`src/rtl/activation_pkg.sv`:
```
// Shared constants, state encoding, coefficient tables and segment select
// for the piecewise-quadratic activation evaluator.
package activation_pkg;

  localparam int          DWIDTH = 32;
  localparam int          FRAC   = 24;
  localparam logic [31:0] ONE    = 32'h0100_0000;
  localparam logic [31:0] XMIN   = 32'h8000_0000;
  localparam logic [31:0] XMAX   = 32'h7FFF_FFFF;

  typedef logic [2:0] state_t;
  localparam state_t S_IDLE = 3'd0;
  localparam state_t S_SEL  = 3'd1;
  localparam state_t S_MUL1 = 3'd2;
  localparam state_t S_MUL2 = 3'd3;
  localparam state_t S_FIX  = 3'd4;
  localparam state_t S_OUT  = 3'd5;

  localparam logic [2:0] SAT_SEG = 3'd6;

  typedef struct packed {
    logic [DWIDTH-1:0] c0;
    logic [DWIDTH-1:0] c1;
    logic [DWIDTH-1:0] c2;
  } coef_t;

  localparam logic [0:4][31:0] C0_TAB = '{32'h0080_0000, 32'h00D1_4000, 32'h00EC_8000,
                                          32'h00F8_4000, 32'h00FE_4000};
  localparam logic [0:4][31:0] C1_TAB = '{32'h0040_0000, 32'h0026_0000, 32'h0011_C000,
                                          32'h0007_4000, 32'h0001_8000};
  localparam logic [0:4][31:0] C2_TAB = '{32'h0000_0000, 32'hFFF4_0000, 32'hFFF8_8000,
                                          32'hFFFC_C000, 32'hFFFF_4000};

  // |x| >= 6.0 saturates; below that the integer part picks the segment.
  function automatic logic [2:0] seg_sel(input logic [31:0] ax);
    if (ax[31:24] >= 8'd6) return SAT_SEG;
    return ax[26:24];
  endfunction

endpackage

```
`src/rtl/activation_coef_rom.sv`:
```
// Segment index to quadratic coefficients; seg 5 reuses seg 4, seg 6/7 saturate.
module activation_coef_rom
  import activation_pkg::*;
(
  input  logic [2:0] seg_i,
  output coef_t      coef_o
);

  always_comb begin
    coef_o = '{c0: ONE, c1: '0, c2: '0};
    case (seg_i)
      3'd0, 3'd1, 3'd2, 3'd3, 3'd4:
        coef_o = '{c0: C0_TAB[seg_i], c1: C1_TAB[seg_i], c2: C2_TAB[seg_i]};
      3'd5:
        coef_o = '{c0: C0_TAB[4], c1: C1_TAB[4], c2: C2_TAB[4]};
      default: ;
    endcase
  end

endmodule

```
`src/rtl/activation_eval.sv`:
```
// Multi-cycle activation evaluator: |x| segment select, Horner quadratic on
// one shared multiplier, mirror for negative x, clamp to [0, 1.0].
module activation_eval
  import activation_pkg::*;
(
  input  logic              clk,
  input  logic              rst,
  input  logic              in_valid,
  output logic              in_ready,
  input  logic [DWIDTH-1:0] in_data,
  output logic              out_valid,
  input  logic              out_ready,
  output logic [DWIDTH-1:0] out_data
);

  state_t            state_q, state_d;
  logic [DWIDTH-1:0] x_q, x_d;
  logic              neg_q, neg_d;
  logic [DWIDTH-1:0] ax_q, ax_d;
  coef_t             coef_q, coef_d;
  logic [DWIDTH-1:0] acc_q, acc_d;
  logic [DWIDTH-1:0] out_data_q, out_data_d;
  logic              out_valid_q, out_valid_d;

  logic [DWIDTH-1:0] ax_abs;
  logic [2:0]        seg;
  coef_t             rom_coef;

  // Most-negative input has no positive twin; pin it to the largest magnitude.
  always_comb begin
    ax_abs = x_q;
    if (x_q == XMIN)  ax_abs = XMAX;
    else if (x_q[31]) ax_abs = -x_q;
  end

  assign seg = seg_sel(ax_abs);

  activation_coef_rom u_rom (
    .seg_i  (seg),
    .coef_o (rom_coef)
  );

  logic [DWIDTH-1:0]   mul_a, mul_add, horner;
  logic signed [63:0]  prod;
  logic                unused_prod_bits;

  assign mul_a   = (state_q == S_MUL1) ? coef_q.c2 : acc_q;
  assign mul_add = (state_q == S_MUL1) ? coef_q.c1 : coef_q.c0;
  assign prod    = $signed(mul_a) * $signed(ax_q);
  assign horner  = prod[FRAC+DWIDTH-1:FRAC] + mul_add;
  assign unused_prod_bits = ^{prod[63:FRAC+DWIDTH], prod[FRAC-1:0]};

  logic [DWIDTH-1:0] y_raw, y_clamp;

  always_comb begin
    y_raw   = neg_q ? (ONE - acc_q) : acc_q;
    y_clamp = y_raw;
    if (y_raw[DWIDTH-1])                   y_clamp = '0;
    else if ($signed(y_raw) > $signed(ONE)) y_clamp = ONE;
  end

  always_comb begin
    state_d     = state_q;
    x_d         = x_q;
    neg_d       = neg_q;
    ax_d        = ax_q;
    coef_d      = coef_q;
    acc_d       = acc_q;
    out_data_d  = out_data_q;
    out_valid_d = out_valid_q;
    case (state_q)
      S_IDLE: if (in_valid) begin
        x_d     = in_data;
        neg_d   = in_data[DWIDTH-1];
        state_d = S_SEL;
      end
      S_SEL: begin
        ax_d    = ax_abs;
        coef_d  = rom_coef;
        state_d = S_MUL1;
      end
      S_MUL1: begin
        acc_d   = horner;
        state_d = S_MUL2;
      end
      S_MUL2: begin
        acc_d   = horner;
        state_d = S_FIX;
      end
      S_FIX: begin
        out_data_d  = y_clamp;
        out_valid_d = 1'b1;
        state_d     = S_OUT;
      end
      S_OUT: if (out_ready) begin
        out_valid_d = 1'b0;
        state_d     = S_IDLE;
      end
      default: state_d = S_IDLE;
    endcase
  end

  always_ff @(posedge clk) begin
    if (rst) begin
      state_q     <= S_IDLE;
      x_q         <= '0;
      neg_q       <= 1'b0;
      ax_q        <= '0;
      coef_q      <= '0;
      acc_q       <= '0;
      out_data_q  <= '0;
      out_valid_q <= 1'b0;
    end else begin
      state_q     <= state_d;
      x_q         <= x_d;
      neg_q       <= neg_d;
      ax_q        <= ax_d;
      coef_q      <= coef_d;
      acc_q       <= acc_d;
      out_data_q  <= out_data_d;
      out_valid_q <= out_valid_d;
    end
  end

  assign in_ready  = (state_q == S_IDLE) && !rst;
  assign out_valid = out_valid_q;
  assign out_data  = out_data_q;

endmodule

```
`config.mk`:
```
export PLATFORM = sky130hd
export DESIGN_NAME = activation_eval
export DESIGN_NICKNAME = d
export VERILOG_FILES = /design/src/rtl/activation_pkg.sv /design/src/rtl/activation_coef_rom.sv /design/src/rtl/activation_eval.sv
export SDC_FILE = /design/constraint.sdc
export NUM_CORES = 2
export LEC_CHECK = 0
export ABC_CLOCK_PERIOD_IN_PS = 22600
export CORE_ASPECT_RATIO = 2
export CORE_UTILIZATION = 38
export CTS_BUF_LIST = sky130_fd_sc_hd__clkbuf_2
export CTS_CLUSTER_DIAMETER = 200
export DETAILED_ROUTE_END_ITERATION = 6
export GPL_TIMING_DRIVEN = 0
export PLACE_DENSITY = 0.64
export SLEW_MARGIN = 10
export SYNTH_ARGS = -nofsm -noshare
export SYNTH_HDL_FRONTEND = slang
export SYNTH_SLANG_ARGS = --single-unit
```
`constraint.sdc`:
```
create_clock -name clk -period 22.6 [get_ports clk]
set_clock_uncertainty 0.15 [all_clocks]
set_input_delay 2.26 -clock clk [delete_from_list [all_inputs] [get_ports clk]]
set_output_delay 2.26 -clock clk [all_outputs]
set_load 0.01 [all_outputs]
```
* Yosys cells after proc, flatten, opt, wreduce, memory -nomap -nowiden *
Memory sizes are Yosys's and may differ from the RTL's.
Cells that the tools add are included.

operators by class
  add/subtract/negate cells = 3
  multipliers = 1
  $lt $le $gt $ge = 3
  equal/unequal tests = 13
  multiplexer cells = 22
  bitwise gates (word level) = 1
  reductions and logical operators = 10

operators with widths
  cell                    count
  $mux 32                 11
  $pmux 96 s2             1
  $mux 31                 2
  $mul 32x32->56          1
  $add 32x32->32          1
  $eq 32x32->1 const B    1
  $gt 32x26->1 const B    1
  $neg 32->32             1
  $sub 25x32->32 const A  1
  $pmux 3 s6              1
  $eq 3x2->1 const B      4
  $eq 3x3->1 const B      4
  $mux 3                  4
  $ge 8x3->1 const B      1
  $eq 3x1->1 const B      2
  $logic_not 3->1         2
  $reduce_and 2->1        3
  $reduce_or 5->1         1
  $ge 4x4->1 const B      1
  $ne 2x2->1 const B      2
  $not 3->4               1
  $mux 1                  2
  $pmux 1 s2              1
  $reduce_bool 2->1       1
  other kinds (3)         3

storage, ports and cells
  bits in registers = 229
  bits in read-only memories = 768
  input bits = 36
  word-level logic and storage cells = 66
  memories kept = 3

memory list
  name             depth  bits a word  rd ports  clocked after memory_dff  write ports  line                       source
  (no name shown)  8      32           1         0                         0            activation_coef_rom.sv:13  coef_o = '{c0: C0_TAB[seg_i], c1: C1_TAB[seg_i], c2: C2_TAB[seg_i]};
  (no name shown)  8      32           1         0                         0            activation_coef_rom.sv:13
  (no name shown)  8      32           1         0                         0            activation_coef_rom.sv:13

* Longest topological paths before layout *
  word-level depth = 11
  mapped depth = 45
  gate-level depth less buffers = 41

* Hierarchy *
Synthesis repeated with hierarchy kept, for this count alone.

unflattened totals
  cell total of the unflattened synthesis = 5060
  area, all modules = 44821.7 um^2

modules (own cells, without submodules)
  module               times used  cells an instance  area each (um^2)  sequential area each (um^2)
  activation_eval      1           4954               44019.7           4544.4
  activation_coef_rom  1           106                802.0             0.0

* Least setup slack after synthesis *
No wires, ideal clock.

  path type = register to register
  start = register state_q[2]
  end = register acc_q[30]
  library setup time = 0.091 ns
  arrival time = 10.252 ns
  data required time = 22.359 ns
  slack = 12.107 ns
  cell stages (with the launch flop) = 42
  period minus slack after synthesis = 10.493 ns
  path through = dfxtp_1 > or3b_2 > clkbuf_1 > clkbuf_1 > clkbuf_1 > clkbuf_1 > and3_1 > fa_1 > fa_1 > fa_1 > inv_1 > fa_1 > inv_1 > fa_1 > inv_1 > fa_1 > inv_1 > fa_1 > (+6 left out) > a21oi_1 > a21oi_1 > o21ai_0 > a21oi_1 > xnor2_1 > ha_1 > inv_1 > fa_1 > nor2b_1 > o21ai_0 > a21boi_0 > o21ai_0 > a21oi_1 > o21a_1 > o31a_1 > o21ai_0 > or4_1 > a311oi_1

between the ends
  longest elaborated chain between the ends = 4
  elaborated cells on any way between the ends = 7

RTL lines
  item                    line                                                                 source
  from (decl)             activation_eval.sv:16                                                state_t state_q, state_d;
  from (signal assigned)  activation_eval.sv:114                                               state_q <= state_d;
  $eq 3x2->1              activation_eval.sv:47, activation_eval.sv:48, activation_eval.sv:71
  $mux 32                 activation_eval.sv:47                                                assign mul_a = (state_q == S_MUL1) ? coef_q.c2 : acc_q;
  $mul 32x32->56          activation_eval.sv:49                                                assign prod = $signed(mul_a) * $signed(ax_q);
  $add 32x32->32          activation_eval.sv:50                                                assign horner = prod[FRAC+DWIDTH-1:FRAC] + mul_add;
  to (signal assigned)    activation_eval.sv:110                                               acc_q <= '0;
  to (signal assigned)    activation_eval.sv:119                                               acc_q <= acc_d;
  to (decl)               activation_eval.sv:21                                                logic [DWIDTH-1:0] acc_q, acc_d;

Parallel ways exist; a longest one is shown, timed or not.
A chain may end at the register's enable or synchronous reset.

* Worst setup path in the final report *
  start = register state_q[0]
  end = register acc_q[30]

Same word-level chain as after synthesis.

==> flow_summary.ini <==
[yosys]
dominant_cells_by_area_after_synthesis = sky130_fd_sc_hd__fa_1 (48%), sky130_fd_sc_hd__inv_1 (8.7%), sky130_fd_sc_hd__dfxtp_1 (7.0%)
synthAdderAreaFrac_pct = 53.60
synthMostInstantiatedCell = sky130_fd_sc_hd__fa_1
postSynthCellCount = 4641
yosys.area.top_type_share_pct = 47.93
ys_types = 82
mappedNetlistNets = 5846
yosys.area_share.simple_pct = 18.63
synthArstFlopShare_pct = 0
synth-xor-area-share_pct = 2.535
post_synth.cell_area_avg_sq_um = 8.847
yosysWarnings = 0
synth_seq_cells = 144
netlist_top_cells_count = sky130_fd_sc_hd__fa_1 (983), sky130_fd_sc_hd__inv_1 (956), sky130_fd_sc_hd__nand2_1 (685)
compound_gate_portion_of_the_synthesized_area_pct = 6.613
synth-edff-count = 0
dominantRegCellSynth = sky130_fd_sc_hd__dfxtp_1
synthMuxAreaShare_pct = 0.07314
mappedNetlistArea_sq_mm = 0.04106
synth_top_family_by_area = adder cells
synth.yosys.seq_area_share_pct = 7.021
synth.largest_area_cell = sky130_fd_sc_hd__fa_1

[setup_path]
critical_path.top_delay_family = adder cells
reg2reg_depth = 40
cp_data_required_time_ns = 23.18
crit_path_max_incr_delay_ns = 1.02
end_kind = flip-flop
path_common_cell = sky130_fd_sc_hd__fa_1
cp_num_buf_inv = 7
critical_path.reg2reg.endpoint = acc_q[30]
critPathLaunch = state_q[0]
critical_path_class = reg -> reg
ff2ff_setup_slack_ns = 8.26
timing.rr.start = state_q[0]
crit_path_max_fanout = 10
critical_path.startpoint_type = flip-flop
critPathArrivalTime_ns = 14.92
crit_path_top_delay_cell = sky130_fd_sc_hd__and2_0

[outcome]
status = completed

[worst_hold_path]
type_of_the_tightest_min_delay_check = reg -> reg
holdPathStages = 2
hold-path-endpoint = coef_q[14]
timing.hold.worst.start = coef_q[14]

[cts]
cts.root.buffer_cell = sky130_fd_sc_hd__clkbuf_2
clkSlewWorstSetupHoldPaths_ns = 0.27
cts_made_buffers = 17
cts-root-to-sink-buffers = 2
clock_insertion_delay_worst_skew_ns = 0.78
post-cts-setup-buffers = 0
cts_hold_repair.buffers = 0
tritoncts_num_sinks = 144
htree_levels = 4
post_cts.resized_instances = 0
tritoncts = yes

[sta]
finalHoldViolations = 0
fin_crit_sh_pct = 63.44
layout_min_cycle_time_ns = 14.34
final.setup.tns_ns = 0
rsz_0062_raised_after_global_routing = no
finalHoldWorstSlack_ns = 0.3277
slew_headroom_pct = 3.718
max_slew.worst_pin.slew_ns = 1.444
final_max_slew_viol_count = 0
timing.fmax_ghz = 0.06975
timing.final.setup_violations = 0

[routing]
routed_via_density = 5.642
via_total_after_detailed_routing = 34650
drt_first_iter_violations = 2572
route.final.wire_length_mm = 198.4
ant_nets = 0
avgRoutedWirePerCell_um = 32.30
detailedRoute.firstPassIterationCount = 6
post-route-drc-count = 0

[cells_and_area]
finalNonFillerCells = 6141
area_growth_pct = 6.622
fill_cell_total_of_the_finished_layout = 11090
drive_gt1_share_pct = 1.603
nets = 5934

[die]
fp.dieH_um = 466.9
initial_core_utilization_pct = 38.30
die_area_sq_mm = 0.1094
io-pin-count = 70
core-area_sq_mm = 0.1072
std_cell_rows = 170
die_width_um = 234.4

[place]
routabilityCongestion = 1.081
numPortBuffers = 68
detailedPlacementHpwl_mm = 166.7
place.detailed.instances = 6086

[power]
power.share.clock_pct = 7.6
sequentialPowerShare_pct = 16.2
leakagePower_nw = 21.11
power_density_mw_per_mm2 = 47.03
vdd.ir_drop.worst_v = 0.00002901
combinational_share_of_power_pct = 76.3
swShare_pct = 61.74
p_int_mw = 0.7877
netSwitchingPower_mw = 1.271

[flow_run]
max-cap-violations = 0

[grt]
largest_net_degree_at_the_start_of_global_routing = 17
global_route.overflow_total = 0
track_usage_pct = 37.24
grt_pass1_vias = 37650
grt_pass1_wl_mm = 276.3
antenna_found_initial = 22
-- worst max-delay path by stage --
stage               cells after the start         to
floorplan                              41  acc_q[30]
global placement                       41  acc_q[30]
detailed placement                     40  acc_q[30]
CTS                                    40  acc_q[30]
global route                           40  acc_q[30]
finish                                 40  acc_q[30]
-- through the flow --
stage	power (mW)	setup slack (ns)	area (sq um)	util (%)
final	2.059	8.263	43780	40.84
after global placement	1.823	8.496	43460	40.54
after global routing	2.151	7.859	43730	40.79
after CTS	2.009	8.571	43720	40.78
after detailed placement	1.852	8.663	43480	40.56
after floorplan	1.206	12.11	41060	-
-- worst min-delay path, cell delays in order, from the launching register on --
cell and delay, ns:
sky130_fd_sc_hd__dfxtp_1 0.37, sky130_fd_sc_hd__nand2_1 0.05, sky130_fd_sc_hd__a21oi_1 0.05
-- sequential cells by signal, indices dropped and copies added (netlist names) --
name / count
state_q: 3
out_valid: 1
coef_q: 13
x_q: 32
acc_q: 32
out_data: 31
ax_q: 32
-- final cells by class --
cell class	instances	area [sq um]	area share [%]
Antenna cell	23	57.56	0.1315
Buffer	299	1147	2.621
Clock buffer	18	90.09	0.2058
Clock inverter	14	143.9	0.3287
Inverter	956	3588	8.197
Multi-Input combinational cell	3242	33450	76.42
Sequential cell	144	2883	6.585
Tap cell	1376	1722	3.933
Timing Repair Buffer	69	691.9	1.580
-- placed cells by master, fill, tap and decap left out, types with 15 or more instances in the layout --
cell type	instances
sky130_fd_sc_hd__a22oi_1	20
sky130_fd_sc_hd__clkdlybuf4s50_1	68
sky130_fd_sc_hd__a211oi_1	16
sky130_fd_sc_hd__clkbuf_1	280
sky130_fd_sc_hd__xnor2_1	71
sky130_fd_sc_hd__and2_1	269
sky130_fd_sc_hd__nor2_1	132
sky130_fd_sc_hd__a21o_1	30
sky130_fd_sc_hd__nand3_1	31
sky130_fd_sc_hd__o21ai_0	65
sky130_fd_sc_hd__dfxtp_1	144
sky130_fd_sc_hd__a21oi_1	140
sky130_fd_sc_hd__xor2_1	35
sky130_fd_sc_hd__nor2b_1	16
sky130_fd_sc_hd__diode_2	23
sky130_fd_sc_hd__o31ai_1	15
sky130_fd_sc_hd__fa_1	982
sky130_fd_sc_hd__nor4_1	16
sky130_fd_sc_hd__nor3_1	28
sky130_fd_sc_hd__ha_1	186
sky130_fd_sc_hd__nand2_1	685
sky130_fd_sc_hd__and3_1	278
sky130_fd_sc_hd__inv_1	956
sky130_fd_sc_hd__clkbuf_2	23
-- layer usage --
metal  global-route usage (%)  share of wire, %
met4                    39.10                14
met3                    5.011               5.5
met5                        0            0.0066
met2                    64.82                50
met1                    36.21                31
-- power by group through the flow --
stage | registers [mW] | logic (mW) | clock network [mW]
2_1_floorplan | 0.304 | 0.902 | 0
3_3_place_gp | 0.334 | 1.49 | 0
3_5_place_dp | 0.334 | 1.52 | 0
4_1_cts | 0.329 | 1.52 | 0.157
5_1_grt | 0.332 | 1.65 | 0.167
6_report | 0.333 | 1.57 | 0.156
-- cells by family after synthesis --
| group | count (synthesis) |
|---|---|
| xor+xnor | 111 |
| simple gates | 1541 |
| compound gates | 417 |
| mux | 3 |
| buf+inv | 1255 |
| flops | 144 |
| other cells | 1 |
| fa+ha+maj | 1169 |
No activity file was read; power rests on OpenSTA's default activity.
